## src/rtl/conv_pkg.sv

```systemverilog
// Shared constants and types for the convolution window scheduler: default geometry,
// derived output size, the window tag carried through the pipeline and FIFO, and FSM states.
package conv_pkg;

    localparam int IMG_DIM = 5;
    localparam int FLT_DIM = 3;
    localparam int STRIDE  = 1;
    localparam int RES_W   = 12;

    localparam int OUT_DIM = (IMG_DIM - FLT_DIM) / STRIDE + 1;
    localparam int NWIN    = OUT_DIM * OUT_DIM;
    localparam int IDX_W   = (OUT_DIM > 1) ? $clog2(OUT_DIM) : 1;

    typedef struct packed {
        logic [IDX_W-1:0] row;
        logic [IDX_W-1:0] col;
        logic             last;
    } win_tag_t;

    typedef enum logic [1:0] {
        StIdle,
        StRun,
        StDrain
    } sched_state_e;

endpackage

```

## src/rtl/conv_res_fifo.sv

```systemverilog
// First-word-fall-through result FIFO carrying {data, win_tag_t}; async active-high reset.
// Head data/tag read as zero while empty so downstream sees clean idle outputs.
module conv_res_fifo import conv_pkg::*; #(
    parameter int unsigned DEPTH  = 4,
    parameter int unsigned DATA_W = 12
) (
    input  logic                         clk,
    input  logic                         rst,
    input  logic                         push,
    input  logic [DATA_W-1:0]            push_data,
    input  win_tag_t                     push_tag,
    input  logic                         pop,
    output logic [DATA_W-1:0]            pop_data,
    output win_tag_t                     pop_tag,
    output logic                         empty,
    output logic [$clog2(DEPTH+1)-1:0]   count
);

    localparam int unsigned PTR_W = (DEPTH > 1) ? $clog2(DEPTH) : 1;
    localparam int unsigned CNT_W = $clog2(DEPTH + 1);

    typedef struct packed {
        logic [DATA_W-1:0] data;
        win_tag_t          tag;
    } entry_t;

    entry_t           mem [DEPTH];
    logic [PTR_W-1:0] wr_ptr_q, rd_ptr_q;
    logic [CNT_W-1:0] count_q;
    logic             full, do_push, do_pop;

    function automatic logic [PTR_W-1:0] ptr_next(input logic [PTR_W-1:0] p);
        return (p == PTR_W'(DEPTH - 1)) ? '0 : p + 1'b1;
    endfunction

    assign empty   = (count_q == '0);
    assign full    = (count_q == CNT_W'(DEPTH));
    assign do_pop  = pop && !empty;
    // A pop in the same cycle frees the slot, so push while full is accepted then.
    assign do_push = push && (!full || do_pop);
    assign count   = count_q;

    always_ff @(posedge clk or posedge rst) begin
        if (rst) begin
            wr_ptr_q <= '0;
            rd_ptr_q <= '0;
            count_q  <= '0;
        end else begin
            if (do_push) wr_ptr_q <= ptr_next(wr_ptr_q);
            if (do_pop)  rd_ptr_q <= ptr_next(rd_ptr_q);
            count_q <= count_q + CNT_W'(do_push) - CNT_W'(do_pop);
        end
    end

    always_ff @(posedge clk) begin
        if (do_push) mem[wr_ptr_q] <= '{data: push_data, tag: push_tag};
    end

    always_comb begin
        pop_data = '0;
        pop_tag  = '0;
        if (!empty) begin
            pop_data = mem[rd_ptr_q].data;
            pop_tag  = mem[rd_ptr_q].tag;
        end
    end

endmodule

```

## src/rtl/conv_window_scheduler.sv

```systemverilog
// Issues window origins in raster order to a fixed-latency datapath, captures results into a
// credit-protected FIFO and streams them out. Define CONV_SCHED_RELU_EN to clamp negatives at capture.
module conv_window_scheduler import conv_pkg::*; #(
    parameter int   IMG_DIM    = conv_pkg::IMG_DIM,
    parameter int   FLT_DIM    = conv_pkg::FLT_DIM,
    parameter int   STRIDE     = conv_pkg::STRIDE,
    parameter int   PIPE_LAT   = 3,
    parameter int   RES_W      = conv_pkg::RES_W,
    parameter int   FIFO_DEPTH = 4,
    localparam int  OUT_DIM    = (IMG_DIM - FLT_DIM) / STRIDE + 1,
    localparam int  IDX_W      = (OUT_DIM > 1) ? $clog2(OUT_DIM) : 1,
    localparam int  BASE_W     = $clog2(IMG_DIM * IMG_DIM)
) (
    input  logic              clk,
    input  logic              rst,
    input  logic              start,
    output logic              busy,
    output logic              done,
    output logic              issue_valid,
    output logic [IDX_W-1:0]  win_row,
    output logic [IDX_W-1:0]  win_col,
    output logic [BASE_W-1:0] win_base,
    input  logic [RES_W-1:0]  res_in,
    output logic              out_valid,
    input  logic              out_ready,
    output logic [RES_W-1:0]  out_data,
    output logic [IDX_W-1:0]  out_row,
    output logic [IDX_W-1:0]  out_col,
    output logic              out_last
);

    localparam int CNT_W = $clog2(FIFO_DEPTH + 1);

    sched_state_e      state_q, state_d;
    logic [IDX_W-1:0]  row_q, col_q;
    logic [BASE_W-1:0] base_q, row_base_q;
    logic [CNT_W-1:0]  inflight_q, fifo_count;
    logic [CNT_W:0]    occupancy;
    logic              has_credit, last_win, clear, issue, pop, capture, fifo_empty;

    logic [PIPE_LAT-1:0]            sr_valid_q;
    logic [PIPE_LAT-1:0][IDX_W-1:0] sr_row_q, sr_col_q;

    win_tag_t          cap_tag, out_tag;
    logic [RES_W-1:0]  cap_data;

    assign pop       = out_valid && out_ready;
    // Slot freed by this cycle's pop is reusable now, which sustains one issue per cycle.
    assign occupancy  = {1'b0, fifo_count} + {1'b0, inflight_q} - (CNT_W+1)'(pop);
    assign has_credit = occupancy < (CNT_W+1)'(FIFO_DEPTH);
    assign last_win   = (row_q == IDX_W'(OUT_DIM - 1)) && (col_q == IDX_W'(OUT_DIM - 1));

    always_comb begin
        state_d = state_q;
        issue   = 1'b0;
        done    = 1'b0;
        clear   = 1'b0;
        unique case (state_q)
            StIdle: begin
                if (start) begin
                    state_d = StRun;
                    clear   = 1'b1;
                end
            end
            StRun: begin
                issue = has_credit;
                if (has_credit && last_win) state_d = StDrain;
            end
            StDrain: begin
                if (inflight_q == '0 && fifo_empty) begin
                    done    = 1'b1;
                    state_d = StIdle;
                end
            end
            default: state_d = StIdle;
        endcase
    end

    assign busy        = (state_q != StIdle);
    assign issue_valid = issue;
    assign win_row     = row_q;
    assign win_col     = col_q;
    assign win_base    = base_q;

    always_ff @(posedge clk or posedge rst) begin
        if (rst) begin
            state_q    <= StIdle;
            row_q      <= '0;
            col_q      <= '0;
            base_q     <= '0;
            row_base_q <= '0;
        end else begin
            state_q <= state_d;
            if (clear) begin
                row_q      <= '0;
                col_q      <= '0;
                base_q     <= '0;
                row_base_q <= '0;
            end else if (issue) begin
                if (col_q == IDX_W'(OUT_DIM - 1)) begin
                    col_q <= '0;
                    if (row_q == IDX_W'(OUT_DIM - 1)) begin
                        row_q      <= '0;
                        row_base_q <= '0;
                        base_q     <= '0;
                    end else begin
                        row_q      <= row_q + 1'b1;
                        row_base_q <= row_base_q + BASE_W'(STRIDE * IMG_DIM);
                        base_q     <= row_base_q + BASE_W'(STRIDE * IMG_DIM);
                    end
                end else begin
                    col_q  <= col_q + 1'b1;
                    base_q <= base_q + BASE_W'(STRIDE);
                end
            end
        end
    end

    // Tag pipeline mirrors the datapath latency; it never stalls.
    always_ff @(posedge clk or posedge rst) begin
        if (rst) begin
            sr_valid_q <= '0;
            sr_row_q   <= '0;
            sr_col_q   <= '0;
            inflight_q <= '0;
        end else begin
            sr_valid_q[0] <= issue;
            sr_row_q[0]   <= row_q;
            sr_col_q[0]   <= col_q;
            for (int i = 1; i < PIPE_LAT; i++) begin
                sr_valid_q[i] <= sr_valid_q[i-1];
                sr_row_q[i]   <= sr_row_q[i-1];
                sr_col_q[i]   <= sr_col_q[i-1];
            end
            inflight_q <= inflight_q + CNT_W'(issue) - CNT_W'(capture);
        end
    end

    assign capture = sr_valid_q[PIPE_LAT-1];

    always_comb begin
        cap_tag      = '0;
        cap_tag.row  = sr_row_q[PIPE_LAT-1];
        cap_tag.col  = sr_col_q[PIPE_LAT-1];
        cap_tag.last = (sr_row_q[PIPE_LAT-1] == IDX_W'(OUT_DIM - 1)) &&
                       (sr_col_q[PIPE_LAT-1] == IDX_W'(OUT_DIM - 1));
    end

`ifdef CONV_SCHED_RELU_EN
    assign cap_data = res_in[RES_W-1] ? '0 : res_in;
`else
    assign cap_data = res_in;
`endif

    conv_res_fifo #(
        .DEPTH  (FIFO_DEPTH),
        .DATA_W (RES_W)
    ) u_fifo (
        .clk       (clk),
        .rst       (rst),
        .push      (capture),
        .push_data (cap_data),
        .push_tag  (cap_tag),
        .pop       (pop),
        .pop_data  (out_data),
        .pop_tag   (out_tag),
        .empty     (fifo_empty),
        .count     (fifo_count)
    );

    assign out_valid = !fifo_empty;
    assign out_row   = out_tag.row;
    assign out_col   = out_tag.col;
    assign out_last  = out_tag.last;

endmodule

```

## config.mk

```make
export PLATFORM = sky130hd
export DESIGN_NAME = conv_window_scheduler
export DESIGN_NICKNAME = d
export VERILOG_FILES = /design/src/rtl/conv_pkg.sv /design/src/rtl/conv_res_fifo.sv /design/src/rtl/conv_window_scheduler.sv
export SDC_FILE = /design/constraint.sdc
export NUM_CORES = 1
export LEC_CHECK = 0
export CORE_MARGIN = 4
export CORE_UTILIZATION = 55
export CTS_CLUSTER_SIZE = 14
export DETAILED_ROUTE_END_ITERATION = 12
export PLACE_DENSITY = 0.77
export SLEW_MARGIN = 0
export SYNTH_ARGS = -nofsm -noshare
export SYNTH_HDL_FRONTEND = slang
export SYNTH_HIERARCHICAL = 1
export SYNTH_SLANG_ARGS = --single-unit
```

## constraint.sdc

```tcl
create_clock -name clk -period 3.9 [get_ports clk]
set_clock_uncertainty 0.05 [all_clocks]
set_input_delay 0.78 -clock clk [delete_from_list [all_inputs] [get_ports clk]]
set_output_delay 0.78 -clock clk [all_outputs]
set_load 0.01 [all_outputs]
```

==> reports/qor.yml, run 1 <==
worst_hold_path:
  hold_path_depth: 0
  hold_end: "sr_col_q[2]"
  holdCritStartpoint: "sr_col_q[0]"
  hold_class: "reg -> reg"
worst_setup_path:
  crit_fanout: 3
  r2r-end: "inflight_q[2]"
  reg2reg_depth: 13
  worst-endpoint-arrival_ns: 2.95
  timing.rr.start: "u_fifo/count[1]"
  cp_data_required_time_ns: 3.07
  critPathKind: "in -> out"
  crit_path_end_kind: "output pin"
  rrSetupSlack_ns: 0.80
  crit_path_start_kind: "input pin"
final_layout:
  n_antenna_cell: 0
  layout_common_cells: "edfxtp_1, clkdlybuf4s50_1, dfrtp_1"
  drive_gt1_share_pct: 15.43
  final_nets: 392
  final_common_cell: "edfxtp_1"
  areaGrowthSynthToFinish_pct: 16.86
  stdcell_area_um2: 5419
power_and_ir_drop:
  vdd_drop_max_mv: 0.7253
  p_leak_nw: 2.104
  p_per_area_nw_per_um2: 788.2
clock_network:
  cts_setup_buffers: 0
  cts_buffer_depth: 2
  cts.sinks: 109
  cts_tree: "yes"
  clk_latency_ns: 0.37
  ctsHtreeMaxLevel: 3
  clk_pin_slew_ns: 0.10
  cts_buffers: 9
  cts_root_buf: "clkbuf_8"
route:
  via_per_inst: 5.504
  drt_first_pass_iters: 4
  drt-wirelength-per-cell_um: 16.94
  drt_iter0_drc: 123
  vias: 2576
  drc_errors: 0
  routed_wl_um: 7930
  drtAntennaViolNets: 0
place:
  placed_area_um2: 5230
  portBuffers: 45
  globalplace.congestion: 0.8622
  hpwl_um: 5383
logic_synthesis:
  ys_types: 46
  syn_nets: 336
  syn_area_um2: 4637
  ys_seq_area_share_pct: 66.16
  synth-edff-count: 68
  ys_warn_count: 6
  ys_seq_elements: 109
  async_reset_ff_share_pct: 37.61
  syn_inst: 302
  syn_area_per_cell_um2: 15.35
  synth_ff_type: "edfxtp_1"
timing:
  final_hold_viol_count: 0
  period_share_pct: 96.87
  max_freq_mhz: 264.7
  grt_setup_unrepaired: "no"
  tightest_slew_ns: 0.8892
  slew_violations: 0
  setup_violations: 0
  max_slew_margin_pct: 40.72
  hold_ws_ns: 0.3097
  fin_crit_ns: 3.778
  fin_setup_tns_ns: 0
status:
  outcome: "finished, final reports clean"
floorplanning:
  rows: 33
  start_util_pct: 56.43
  die-area_um2: 9964
  io_pins: 46
  die_x_um: 99.82
  core-area_um2: 8217
  die_y_um: 99.82
job:
  drv_cap: 0
grt:
  grt_pass1_vias: 2714
  antenna_found_initial: 0
  grt_use_total_pct: 17.46
  gr-total-overflow: 0
  grt_first_pass_wirelength_um: 13320
  grt_max_degree: 35
-- power by group --
part           switching [mW]  internal (mW)
sequential              0.225           1.53
combinational           0.877           1.00
clock                   0.388          0.251
-- synthesized netlist by cell type, drive strengths merged (9+ instances only) --
cell	count	share of area (%)
o21ai	9	1.1
nor2b	21	2.8
a21oi	12	1.4
edfxtp	68	44
dfrtp	41	22
nand2	12	0.97
ha	16	4.3
mux4	17	8.3
nor2	15	1.3
inv	26	2.1
nand3	9	0.97
-- layout make-up --
cell class	count	area, um^2
timing repair buffer	54	518.0
clock inverter	6	50.05
tap	105	131.4
sequential	109	3068
clock buffer	10	131.4
multi-input combinational	158	1423
inverter	26	97.59
fill	579	2798
-- worst max path at each step --
stage                          endpoint       startpoint  slack [ns]
final                       issue_valid        out_ready        0.12
after global routing        issue_valid        out_ready        0.02
after CTS                   issue_valid        out_ready       0.004
after detailed placement    issue_valid        out_ready        0.03
after global placement      issue_valid        out_ready        0.01
after floorplan           inflight_q[2]  u_fifo/count[1]        0.49
-- routing by layer --
metal / routed length (um) / global-route usage (%)
met1: 3529 / 23.61
met3: 369 / 3.058
met2: 3902 / 27.96
met5: 0 / 0
met4: 129 / 7.878
-- critical path: stages --
cell	delay (ns)
clkdlybuf4s50_1	0.46
nor2b_4	0.16
ha_1	0.15
inv_1	0.04
ha_1	0.25
and3b_2	0.22
nor2_2	0.10
mux2_4	0.31
clkdlybuf4s50_1	0.48
-- cells by family (layout without fill, tap and decap cells) --
group,count (synthesis),in the layout,share of synthesized area (%)
compound gates,30,30,4.291
xor+xnor,7,7,1.322
fa+ha+maj,18,18,5.181
buf+inv,35,96,3.319
flops,109,109,66.16
mux,26,26,10.60
simple gates,77,77,9.121
-- registers in the layout, indices dropped and copies added, names as in the netlist --
register,cells
u_fifo/mem,68
row_base_q,5
win_base,5
cap_tag,4
sr_col_q,4
sr_row_q,4
inflight_q,3
sr_valid_q,3
u_fifo/count,3
state_q,2
u_fifo/rd_ptr_q,2
u_fifo/wr_ptr_q,2
win_col,2
win_row,2
-- repair_timing --
action | in CTS | in global routing
endpoints found under the setup margin | 0 | 1
hold buffers | 0 | 0
resized for setup | 0 | 2
-- per-stage QoR --
| step | utilization, % | cells | power [mW] | setup WS (ns) |
|---|---|---|---|---|
| after floorplan | - | 302 | 3.001 | 0.4882 |
| after global placement | 63.65 | 452 | 3.601 | 0.01065 |
| after detailed placement | 63.65 | 452 | 3.671 | 0.02578 |
| after global routing | 65.95 | 468 | 4.591 | 0.01952 |
| after CTS | 65.86 | 468 | 4.311 | 0.003518 |
| final | 65.95 | 468 | 4.271 | 0.1219 |
Note: power is estimated with default switching activity, not from simulation.
==> inputs of run 2 (changes only) <==
Settings changed: GPL_TIMING_DRIVEN set to 0.
==> reports/qor.yml, run 2 (synthesized netlist as in run 1, its figures left out) <==
job:
  drv_cap: 0  # unchanged
final_layout:
  layout_common_cells: "edfxtp_1, clkdlybuf4s50_1, dfrtp_1"
  n_antenna_cell: 0  # unchanged
  largest_reg_flops: 68  # unchanged
  regMostFlops: "u_fifo/mem"
  final_nets: 396  # +1.0%
  nFillCells: 600  # +3.6%
  areaGrowthSynthToFinish_pct: 17.43
  final_common_cell: "edfxtp_1"
  drive_gt1_share_pct: 15.53  # +0.10 points
floorplanning:
  die_y_um: 99.82  # unchanged
  core-area_um2: 8217  # unchanged
  start_util_pct: 56.43  # unchanged
  die-area_um2: 9964  # unchanged
  rows: 33  # unchanged
  die_x_um: 99.82  # unchanged
  io_pins: 46  # unchanged
clock_network:
  cts_tree: "yes"
  ctsHtreeMaxLevel: 3  # unchanged
  ctsHoldBuffers: 0  # unchanged
  clk_pin_slew_ns: 0.09  # about the same
  cts_buffer_depth: 2  # unchanged
  cts.sinks: 109  # unchanged
  cts_buffers: 9  # unchanged
  clk_latency_ns: 0.36  # about the same
  cts_root_buf: "clkbuf_8"
route:
  wl_met2_um: 4045  # +3.7%
  drt-wirelength-per-cell_um: 17.28  # +2.0%
  drtAntennaViolNets: 0  # unchanged
  vias: 2596  # +0.78%
  drt_iter0_drc: 127  # +3.3%
  drt_first_pass_iters: 4  # unchanged
  met1_length_um: 3635  # +3.0%
  highest-signal-layer: "met4"
  route.met3.wl_um: 400  # +8.4%
  drc_errors: 0  # unchanged
  routed_wl_um: 8154  # +2.8%
  via_per_inst: 5.500  # about the same
status:
  outcome: "finished, final reports clean"
grt:
  grt_max_degree: 35  # unchanged
  grt_use_total_pct: 18.06  # +0.61 points
  antenna_found_initial: 0  # unchanged
  gr-total-overflow: 0  # unchanged
  grt_first_pass_wirelength_um: 13680  # +2.7%
  grt_pass1_vias: 2715  # +0.037%
worst_setup_path:
  cp_data_required_time_ns: 3.07  # about the same
  reg2reg_depth: 14  # +1
  worst-endpoint-arrival_ns: 3.02  # +0.07 ns
  critPathLaunch: "out_ready"
  crit_fanout: 12  # +9
  timing.rr.start: "u_fifo/count[2]"
  crit_path_start_kind: "input pin"
  crit_path_end_kind: "output pin"
  critPathKind: "in -> out"
power_and_ir_drop:
  totalPowerFinal_mw: 4.323  # +1.2%
  p_leak_nw: 2.110  # +0.27%
  vdd_drop_max_mv: 0.4618  # -36%
  p_per_area_nw_per_um2: 793.8  # +0.71%
timing:
  max_slew_margin_pct: 38.16  # -2.6 points
  setup_violations: 0  # unchanged
  final_hold_viol_count: 0  # unchanged
  max_freq_mhz: 259.5  # -2.0%
  setup_slack_ns: 0.04671  # -0.07523 ns
  slew_violations: 0  # unchanged
  hold_ws_ns: 0.3044  # -0.005356 ns
  period_share_pct: 98.80  # +1.9 points
  tightest_slew_ns: 0.9276  # +0.03843 ns
  grt_setup_unrepaired: "no"
  fin_crit_ns: 3.853  # +0.07523 ns
worst_hold_path:
  holdCritStartpoint: "sr_col_q[2]"
  hold_class: "reg -> reg"
  hold_path_depth: 0  # unchanged
place:
  hpwl_um: 5290  # -1.7%
  globalplace.congestion: 0.8174  # -5.2%
  dp_slack_ns: -0.3783  # -0.4041 ns
  portBuffers: 45  # unchanged
[run 2: changes by cell type in the layout (fill, tap and decap cells not counted), moves of 2 or more]
cell,previous run,this run
buf_6,0,2
buf_2,0,2
buf_4,9,4
inv_6,4,1
clkbuf_1,0,2
clkinv_2,0,2
[run 2: layer usage]
metal	up-vias	GRT usage (%)
met4	0	6.933
li1	1206	-
met5	-	0
met3	5	4.100
met2	72	29.45
met1	1313	23.86
[run 2: worst paths after layout]
kind | to | slack [ns]
setup / recovery | issue_valid | 0.05
hold / removal | cap_tag[1] | 0.30
setup reg to reg | inflight_q[2] | 0.59
hold reg to reg | cap_tag[1] | 0.30
max in group asynchronous | row_base_q[2] | 2.76
min in group asynchronous | sr_valid_q[2] | 0.62
[run 2: where the power goes]
| group | switching [mW] | internal (mW) |
|---|---|---|
| Combinational | 0.956 | 1.04 |
| Clock | 0.377 | 0.239 |
| Sequential | 0.180 | 1.53 |
[run 2: stage by stage]
stage          area [um^2]  cells  TNS [ns]  utilization [%]
6_report              5445    472         0            66.27
5_1_grt               5445    472         0            66.27
4_1_cts               5415    470         0            65.91
3_5_place_dp          5219    452   -0.5380            63.51
3_3_place_gp          5219    452   -0.4296            63.51
2_1_floorplan         4637    302         0                -
[run 2: worst max-delay path, stage by stage]
cell	delay, ns
clkdlybuf4s50_1	0.50
nor2b_4	0.18
ha_1	0.16
inv_1	0.05
ha_1	0.26
and3b_2	0.22
nor2_2	0.11
mux2_4	0.32
buf_6	0.15
dlygate4sd2_1	0.28
[run 2: layout make-up]
| type | count | area [um^2] | area share (%) |
|---|---|---|---|
| Tap cell | 105 | 131.4 | 2.413 |
| Inverter | 26 | 97.59 | 1.792 |
| Multi-Input combinational cell | 158 | 1423 | 26.13 |
| Sequential cell | 109 | 3068 | 56.34 |
| Buffer | 9 | 60.06 | 1.103 |
| Clock inverter | 6 | 46.29 | 0.8502 |
| Timing Repair Buffer | 49 | 491.7 | 9.030 |
| Clock buffer | 10 | 127.6 | 2.344 |
[run 2: what timing repair did]
| item | 4_1_cts | 5_1_grt |
|---|---|---|
| setup buffers | 2 | 1 |
| hold endpoints to repair | 0 | 0 |
| resized for setup | 4 | 2 |
| pin swaps | 1 | 0 |
| endpoints found under the setup margin | 3 | 1 |
==> inputs of run 3 (changes only) <==
Settings changed: ABC_CLOCK_PERIOD_IN_PS set to 3900.
==> results of run 3 <==
The final DEF is identical to that of run 2; final timing and power are the same.
